$ cat src/rtl/router_pkg.sv
// Shared types and helpers for the 1x3 router packet-sequencing controller.
package router_pkg;

    localparam int unsigned NUM_PORTS = 3;
    localparam int unsigned ADDR_W    = 2;
    localparam logic [ADDR_W-1:0] ADDR_INVALID = 2'd3;

    typedef enum logic [2:0] {
        DECODE_ADDRESS     = 3'd0,
        LOAD_FIRST_DATA    = 3'd1,
        LOAD_DATA          = 3'd2,
        FIFO_FULL_STATE    = 3'd3,
        LOAD_AFTER_FULL    = 3'd4,
        LOAD_PARITY        = 3'd5,
        CHECK_PARITY_ERROR = 3'd6,
        WAIT_TILL_EMPTY    = 3'd7
    } state_e;

    typedef struct packed {
        logic detect_add;
        logic lfd_state;
        logic ld_state;
        logic full_state;
        logic laf_state;
        logic rst_in_reg;
        logic write_enb_reg;
        logic busy;
    } fsm_out_t;

    // Moore output decode of a state.
    function automatic fsm_out_t decode_state(state_e s);
        fsm_out_t o;
        o               = '0;
        o.detect_add    = (s == DECODE_ADDRESS);
        o.lfd_state     = (s == LOAD_FIRST_DATA);
        o.ld_state      = (s == LOAD_DATA);
        o.full_state    = (s == FIFO_FULL_STATE);
        o.laf_state     = (s == LOAD_AFTER_FULL);
        o.rst_in_reg    = (s == CHECK_PARITY_ERROR);
        o.write_enb_reg = (s == LOAD_DATA) || (s == LOAD_PARITY) || (s == LOAD_AFTER_FULL);
        o.busy          = (s != DECODE_ADDRESS) && (s != LOAD_DATA);
        return o;
    endfunction

    // Per-port flag select; the invalid address selects nothing.
    function automatic logic pick_flag(logic [ADDR_W-1:0] a, logic [NUM_PORTS-1:0] f);
        logic r;
        case (a)
            2'd0:    r = f[0];
            2'd1:    r = f[1];
            2'd2:    r = f[2];
            default: r = 1'b0;
        endcase
        return r;
    endfunction

endpackage

$ cat src/rtl/router_fsm_if.sv
// Control bundle between the router input port, register block and router_fsm.
interface router_fsm_if;

    logic       pkt_valid;
    logic [1:0] data_in;
    logic       fifo_full;
    logic       fifo_empty_0;
    logic       fifo_empty_1;
    logic       fifo_empty_2;
    logic       soft_reset_0;
    logic       soft_reset_1;
    logic       soft_reset_2;
    logic       parity_done;
    logic       low_pkt_valid;

    logic       detect_add;
    logic       lfd_state;
    logic       ld_state;
    logic       full_state;
    logic       laf_state;
    logic       rst_in_reg;
    logic       write_enb_reg;
    logic       busy;

    modport master (
        output pkt_valid, data_in, fifo_full,
               fifo_empty_0, fifo_empty_1, fifo_empty_2,
               soft_reset_0, soft_reset_1, soft_reset_2,
               parity_done, low_pkt_valid,
        input  detect_add, lfd_state, ld_state, full_state, laf_state,
               rst_in_reg, write_enb_reg, busy
    );

    modport slave (
        input  pkt_valid, data_in, fifo_full,
               fifo_empty_0, fifo_empty_1, fifo_empty_2,
               soft_reset_0, soft_reset_1, soft_reset_2,
               parity_done, low_pkt_valid,
        output detect_add, lfd_state, ld_state, full_state, laf_state,
               rst_in_reg, write_enb_reg, busy
    );

endinterface

$ cat src/rtl/router_fsm.sv
// Packet-sequencing controller: header decode, drain wait, load/full/parity
// sequencing. All outputs are registered decodes of the state.
module router_fsm
    import router_pkg::*;
(
    input  logic         clk,
    input  logic         reset,
    router_fsm_if.slave  bus
);

    state_e                state_q, state_d;
    logic [ADDR_W-1:0]     addr_q,  addr_d;
    fsm_out_t              out_q;

    logic [NUM_PORTS-1:0]  empty_vec;
    logic [NUM_PORTS-1:0]  soft_vec;
    logic                  hdr_ok;
    logic                  hdr_empty;
    logic                  sel_empty;
    logic                  sel_soft;

    assign empty_vec = {bus.fifo_empty_2, bus.fifo_empty_1, bus.fifo_empty_0};
    assign soft_vec  = {bus.soft_reset_2, bus.soft_reset_1, bus.soft_reset_0};

    // Header decode looks at the live address; later states use the latch.
    assign hdr_ok    = bus.pkt_valid && (bus.data_in != ADDR_INVALID);
    assign hdr_empty = pick_flag(bus.data_in, empty_vec);
    assign sel_empty = pick_flag(addr_q, empty_vec);
    assign sel_soft  = pick_flag(addr_q, soft_vec);

    // Next-state and address-latch logic.
    always_comb begin
        state_d = state_q;
        addr_d  = addr_q;
        unique case (state_q)
            DECODE_ADDRESS: begin
                if (hdr_ok) begin
                    addr_d  = bus.data_in;
                    state_d = hdr_empty ? LOAD_FIRST_DATA : WAIT_TILL_EMPTY;
                end
            end
            WAIT_TILL_EMPTY: begin
                if (sel_empty) state_d = LOAD_FIRST_DATA;
            end
            LOAD_FIRST_DATA: state_d = LOAD_DATA;
            LOAD_DATA: begin
                if (bus.fifo_full)       state_d = FIFO_FULL_STATE;
                else if (!bus.pkt_valid) state_d = LOAD_PARITY;
            end
            FIFO_FULL_STATE: begin
                if (!bus.fifo_full) state_d = LOAD_AFTER_FULL;
            end
            LOAD_AFTER_FULL: begin
                if (bus.parity_done)        state_d = DECODE_ADDRESS;
                else if (bus.low_pkt_valid) state_d = LOAD_PARITY;
                else                        state_d = LOAD_DATA;
            end
            LOAD_PARITY: state_d = CHECK_PARITY_ERROR;
            CHECK_PARITY_ERROR: begin
                state_d = bus.fifo_full ? FIFO_FULL_STATE : DECODE_ADDRESS;
            end
            default: state_d = DECODE_ADDRESS;
        endcase
        // A read-timeout on the selected FIFO aborts the packet from any busy state.
        if (sel_soft && (state_q != DECODE_ADDRESS)) begin
            state_d = DECODE_ADDRESS;
        end
    end

    always_ff @(posedge clk) begin
        if (reset) begin
            state_q <= DECODE_ADDRESS;
            addr_q  <= '0;
            out_q   <= decode_state(DECODE_ADDRESS);
        end else begin
            state_q <= state_d;
            addr_q  <= addr_d;
            out_q   <= decode_state(state_d);
        end
    end

    assign bus.detect_add    = out_q.detect_add;
    assign bus.lfd_state     = out_q.lfd_state;
    assign bus.ld_state      = out_q.ld_state;
    assign bus.full_state    = out_q.full_state;
    assign bus.laf_state     = out_q.laf_state;
    assign bus.rst_in_reg    = out_q.rst_in_reg;
    assign bus.write_enb_reg = out_q.write_enb_reg;
    assign bus.busy          = out_q.busy;

endmodule

$ cat src/flat_wrapper.sv
// flat-port wrapper written by rule: the top's interface ports become plain ports
module router_fsm_flat import router_pkg::*;
  (clk, reset, bus_pkt_valid, bus_data_in, bus_fifo_full, bus_fifo_empty_0, bus_fifo_empty_1, bus_fifo_empty_2, bus_soft_reset_0, bus_soft_reset_1, bus_soft_reset_2, bus_parity_done, bus_low_pkt_valid, bus_detect_add, bus_lfd_state, bus_ld_state, bus_full_state, bus_laf_state, bus_rst_in_reg, bus_write_enb_reg, bus_busy);
  router_fsm_if bus_i ();
  input  logic clk;
  input  logic reset;
  input wire logic [$bits(bus_i.pkt_valid)-1:0] bus_pkt_valid;
  input wire logic [$bits(bus_i.data_in)-1:0] bus_data_in;
  input wire logic [$bits(bus_i.fifo_full)-1:0] bus_fifo_full;
  input wire logic [$bits(bus_i.fifo_empty_0)-1:0] bus_fifo_empty_0;
  input wire logic [$bits(bus_i.fifo_empty_1)-1:0] bus_fifo_empty_1;
  input wire logic [$bits(bus_i.fifo_empty_2)-1:0] bus_fifo_empty_2;
  input wire logic [$bits(bus_i.soft_reset_0)-1:0] bus_soft_reset_0;
  input wire logic [$bits(bus_i.soft_reset_1)-1:0] bus_soft_reset_1;
  input wire logic [$bits(bus_i.soft_reset_2)-1:0] bus_soft_reset_2;
  input wire logic [$bits(bus_i.parity_done)-1:0] bus_parity_done;
  input wire logic [$bits(bus_i.low_pkt_valid)-1:0] bus_low_pkt_valid;
  output wire logic [$bits(bus_i.detect_add)-1:0] bus_detect_add;
  output wire logic [$bits(bus_i.lfd_state)-1:0] bus_lfd_state;
  output wire logic [$bits(bus_i.ld_state)-1:0] bus_ld_state;
  output wire logic [$bits(bus_i.full_state)-1:0] bus_full_state;
  output wire logic [$bits(bus_i.laf_state)-1:0] bus_laf_state;
  output wire logic [$bits(bus_i.rst_in_reg)-1:0] bus_rst_in_reg;
  output wire logic [$bits(bus_i.write_enb_reg)-1:0] bus_write_enb_reg;
  output wire logic [$bits(bus_i.busy)-1:0] bus_busy;
  assign bus_i.pkt_valid = bus_pkt_valid;
  assign bus_i.data_in = bus_data_in;
  assign bus_i.fifo_full = bus_fifo_full;
  assign bus_i.fifo_empty_0 = bus_fifo_empty_0;
  assign bus_i.fifo_empty_1 = bus_fifo_empty_1;
  assign bus_i.fifo_empty_2 = bus_fifo_empty_2;
  assign bus_i.soft_reset_0 = bus_soft_reset_0;
  assign bus_i.soft_reset_1 = bus_soft_reset_1;
  assign bus_i.soft_reset_2 = bus_soft_reset_2;
  assign bus_i.parity_done = bus_parity_done;
  assign bus_i.low_pkt_valid = bus_low_pkt_valid;
  assign bus_detect_add = bus_i.detect_add;
  assign bus_lfd_state = bus_i.lfd_state;
  assign bus_ld_state = bus_i.ld_state;
  assign bus_full_state = bus_i.full_state;
  assign bus_laf_state = bus_i.laf_state;
  assign bus_rst_in_reg = bus_i.rst_in_reg;
  assign bus_write_enb_reg = bus_i.write_enb_reg;
  assign bus_busy = bus_i.busy;
  router_fsm u_core (.clk(clk), .reset(reset), .bus(bus_i));
endmodule
$ cat config.mk
export PLATFORM = sky130hd
export DESIGN_NAME = router_fsm_flat
export DESIGN_NICKNAME = d
export VERILOG_FILES = /design/src/rtl/router_pkg.sv /design/src/rtl/router_fsm_if.sv /design/src/rtl/router_fsm.sv /design/src/flat_wrapper.sv
export SDC_FILE = /design/constraint.sdc
export NUM_CORES = 1
export LEC_CHECK = 0
export ABC_AREA = 1
export CORE_MARGIN = 3
export CORE_UTILIZATION = 45
export CTS_CLUSTER_SIZE = 16
export DETAILED_ROUTE_END_ITERATION = 8
export GPL_TIMING_DRIVEN = 1
export PLACE_DENSITY = 0.87
export SLEW_MARGIN = 0
export SYNTH_ARGS = -nofsm -noshare
export SYNTH_HDL_FRONTEND = slang
export SYNTH_SLANG_ARGS = --single-unit
$ cat constraint.sdc
create_clock -name clk -period 1.8 [get_ports clk]
set_clock_uncertainty 0.05 [all_clocks]
set_input_delay 0.18 -clock clk [delete_from_list [all_inputs] [get_ports clk]]
set_output_delay 0.18 -clock clk [all_outputs]
set_load 0.005 [all_outputs]
==> impl_metrics.tcl <==
set metrics [dict create \
    clkSinkCount 13 \
    peakVddDrop_mv 0.966 \
    cp_max_fo 6 \
    syn-mean-instance-area_sq_um 7.11 \
    synthCells 105 \
    reg2regPathDepth 8 \
    setup_viol_count_final 0 \
    worstPathRequired_ps 1960 \
    ys.warnings.count 0 \
    relSlewSlack_pct 78.4 \
    antenna_found_initial 0 \
    synth_area_leaders "dfxtp_1 35%, nand2_1 12%, nand3_1 8.7%" \
    intPower_mw 0.822 \
    rows 14 \
    ctsHoldBuffers 0 \
    grt_pass1_vias 648 \
    path_cells "inv_2 > o21ai_0 > nand2_1 > nor2_2 > nand2_1 > nand2_1 > nand2_1 > o21ai_2" \
    layout_min_cycle_time_ps 1470 \
    r2r_start "u_core.state_q[2]" \
    cts_buffer_depth 2 \
    postCtsSetupRepairBufs 0 \
    status "finished clean" \
    crit_start "u_core.state_q[2]" \
    cp_num_buf_inv 1 \
    vias 725 \
    routed_wirelength_um 1540 \
    dpl.cell_count 141 \
    die_area_sq_mm 0.00218 \
    grtUsageTotal_pct 16.7 \
    crit_slowest_cell "dfxtp_1" \
    rrSetupSlack_ps 330 \
    p_leak_nw 0.471 \
    endpoint_kind "flop" \
    ys_ff_latch 13 \
    p_seq_share_pct 31.0 \
    seq_area_frac_synth_pct 34.8 \
    syn2layout_area_growth_pct 32.8 \
    post_cts_resized 0 \
    hold_viol_final 0 \
    grt_pass1_wl_um 2580 \
    fmax_ghz 0.678 \
    num_io_pins 22 \
    root_buffer "clkbuf_4" \
    detail_route.wl_per_cell_um 10.6 \
    synthDistinctLibCells 21 \
    clkLatencyLatePin_ps 270 \
    core_area_sq_mm 0.00154 \
    hpwlAfterDp_um 1270 \
    crit_cells 8 \
    layoutNonFillerInstCount 145 \
    drtPass1Iterations 4 \
    startpoint_type "flop" \
    nNetsFinal 144 \
    synth_largest_area_cell "dfxtp_1" \
    switchingPower_mw 0.696 \
    syn_nets 119 \
    grt_setup_unrepaired "false" \
    yosysTopAreaCellShare_pct 34.8 \
    start_util_pct 48.5 \
    largest_register_ffs 3 \
    swShare_pct 45.9 \
    drtIter0Drc 16 \
    io_buffers 21 \
    slowest_delay_ps 430 \
    netlist_area_sq_um 747 \
    cp_top_family "simple AND/OR/NAND/NOR gates" \
    path_clk_slew_ps 70 \
    routabilityCongestion 0.811 \
    drive_gt1_share_pct 19.4 \
    worstReg2RegEnd "u_core.bus.detect_add" \
    post-route-period-util_pct 81.9 \
    fin_setup_tns_ps 0 \
    grt_max_degree 9 \
    top_regs "u_core.state_q: 3 flops, u_core.addr_q: 2 flops" \
    top_register "u_core.state_q" \
    powerDensity_mw_per_mm2 1530 \
    slew_violations 0 \
    critPathKind "reg2reg" \
    postRouteAntennaNets 0 \
    grt-ovfl-total 0 \
    tightest_slew_ps 324 \
    crit_arrival_ps 1640 \
    endpoint "u_core.bus.detect_add" \
    drc_errors 0 \
    dieHeight_um 46.7 \
    htree_levels 1 \
    vias_per_cell 5.00 \
    cts_buffers 3 \
    hold_path_class "reg2reg" \
    cts_tree "done" \
    die_x_um 46.7 \
    cp_common_cell "nand2_1" \
    fin_util_pct 64.4 \
    clkPwrFrac_pct 11.5 \
    combPwrFrac_pct 57.6 \
    cap_viol_max_count 0 \
    num_antenna_cells 0 \
]
cells in the final DEF, fill, tap and decap left out, types with 4 or more instances in the layout:
cell	count
inv_1	14
clkdlybuf4s50_1	21
nand2_1	23
a21oi_1	4
nand2_2	4
nand3_2	4
dfxtp_1	13
nor2_1	8
nand3_1	13
stage by stage:
stage                     power, mW  area, sq um  setup slack (ps)  hold slack, ps
final                          1.52          992               325             527
after detailed placement       1.35          966              97.2             519
after CTS                      1.53          992               319             530
after global placement         1.31          966               155             501
after global routing           1.65          992               192             549
after floorplan                1.10          747               518             199
logic make-up after synthesis:
family	Yosys count	share of synthesized area [%]
DFF	13	34.8
AOI/OAI and AO/OA	9	7.04
buffers and inverters	19	10.7
and+or+nand+nor	64	47.4
power groups by stage:
stage          Combinational [mW]  Clock (mW)  Sequential, mW
4_1_cts                     0.876       0.183           0.469
3_3_place_gp                0.840           0           0.473
6_report                    0.873       0.174           0.470
2_1_floorplan               0.643           0           0.457
3_5_place_dp                0.873           0           0.476
5_1_grt                     0.972       0.196           0.485
per-layer routing:
layer  global-route usage, %  share of wire (%)  vias to the layer above
li1                        -                  -                      384
met1                    20.0                 44                      317
met2                    27.5                 48                       20
met3                    5.75                5.9                        4
met4                    6.63                1.5                        0
met5                       0                  0                        -
Yosys cell counts:
master	count
a21oi_1	4
a21oi_2	1
buf_6	1
clkinv_2	1
dfxtp_1	13
inv_1	14
inv_2	3
nand2_1	23
nand2_2	4
nand2_4	1
nand3_1	13
nand3_2	4
nand4_1	3
nand4_4	1
nor2_1	8
nor2_2	3
nor2_4	2
nor3_1	1
nor3_2	1
o21ai_0	3
o21ai_2	1
final cells by class:
| cell class | instances | area [sq um] |
|---|---|---|
| clock buffers | 4 | 26.3 |
| inverters | 18 | 68.8 |
| multi-input cells | 73 | 407 |
| repair buffers | 21 | 210 |
| well taps | 16 | 20.0 |
| fillers | 145 | 549 |
| flip-flops and latches | 13 | 260 |
worst min-delay path: stages (launching register included):
cell and delay, ps:
dfxtp_1 320, inv_1 120, a21oi_1 80
worst min path at each step:
stage | end | cells past startpoint | slack [ps] | from
2_1_floorplan | u_core.bus.busy | 1 | 200 | reset
3_3_place_gp | u_core.addr_q[0] | 2 | 500 | u_core.addr_q[0]
3_5_place_dp | u_core.addr_q[0] | 2 | 520 | u_core.addr_q[0]
4_1_cts | u_core.addr_q[0] | 2 | 530 | u_core.addr_q[0]
5_1_grt | u_core.addr_q[0] | 2 | 550 | u_core.addr_q[0]
6_report | u_core.addr_q[0] | 2 | 530 | u_core.addr_q[0]
Note: power is estimated with default switching activity, not from simulation.
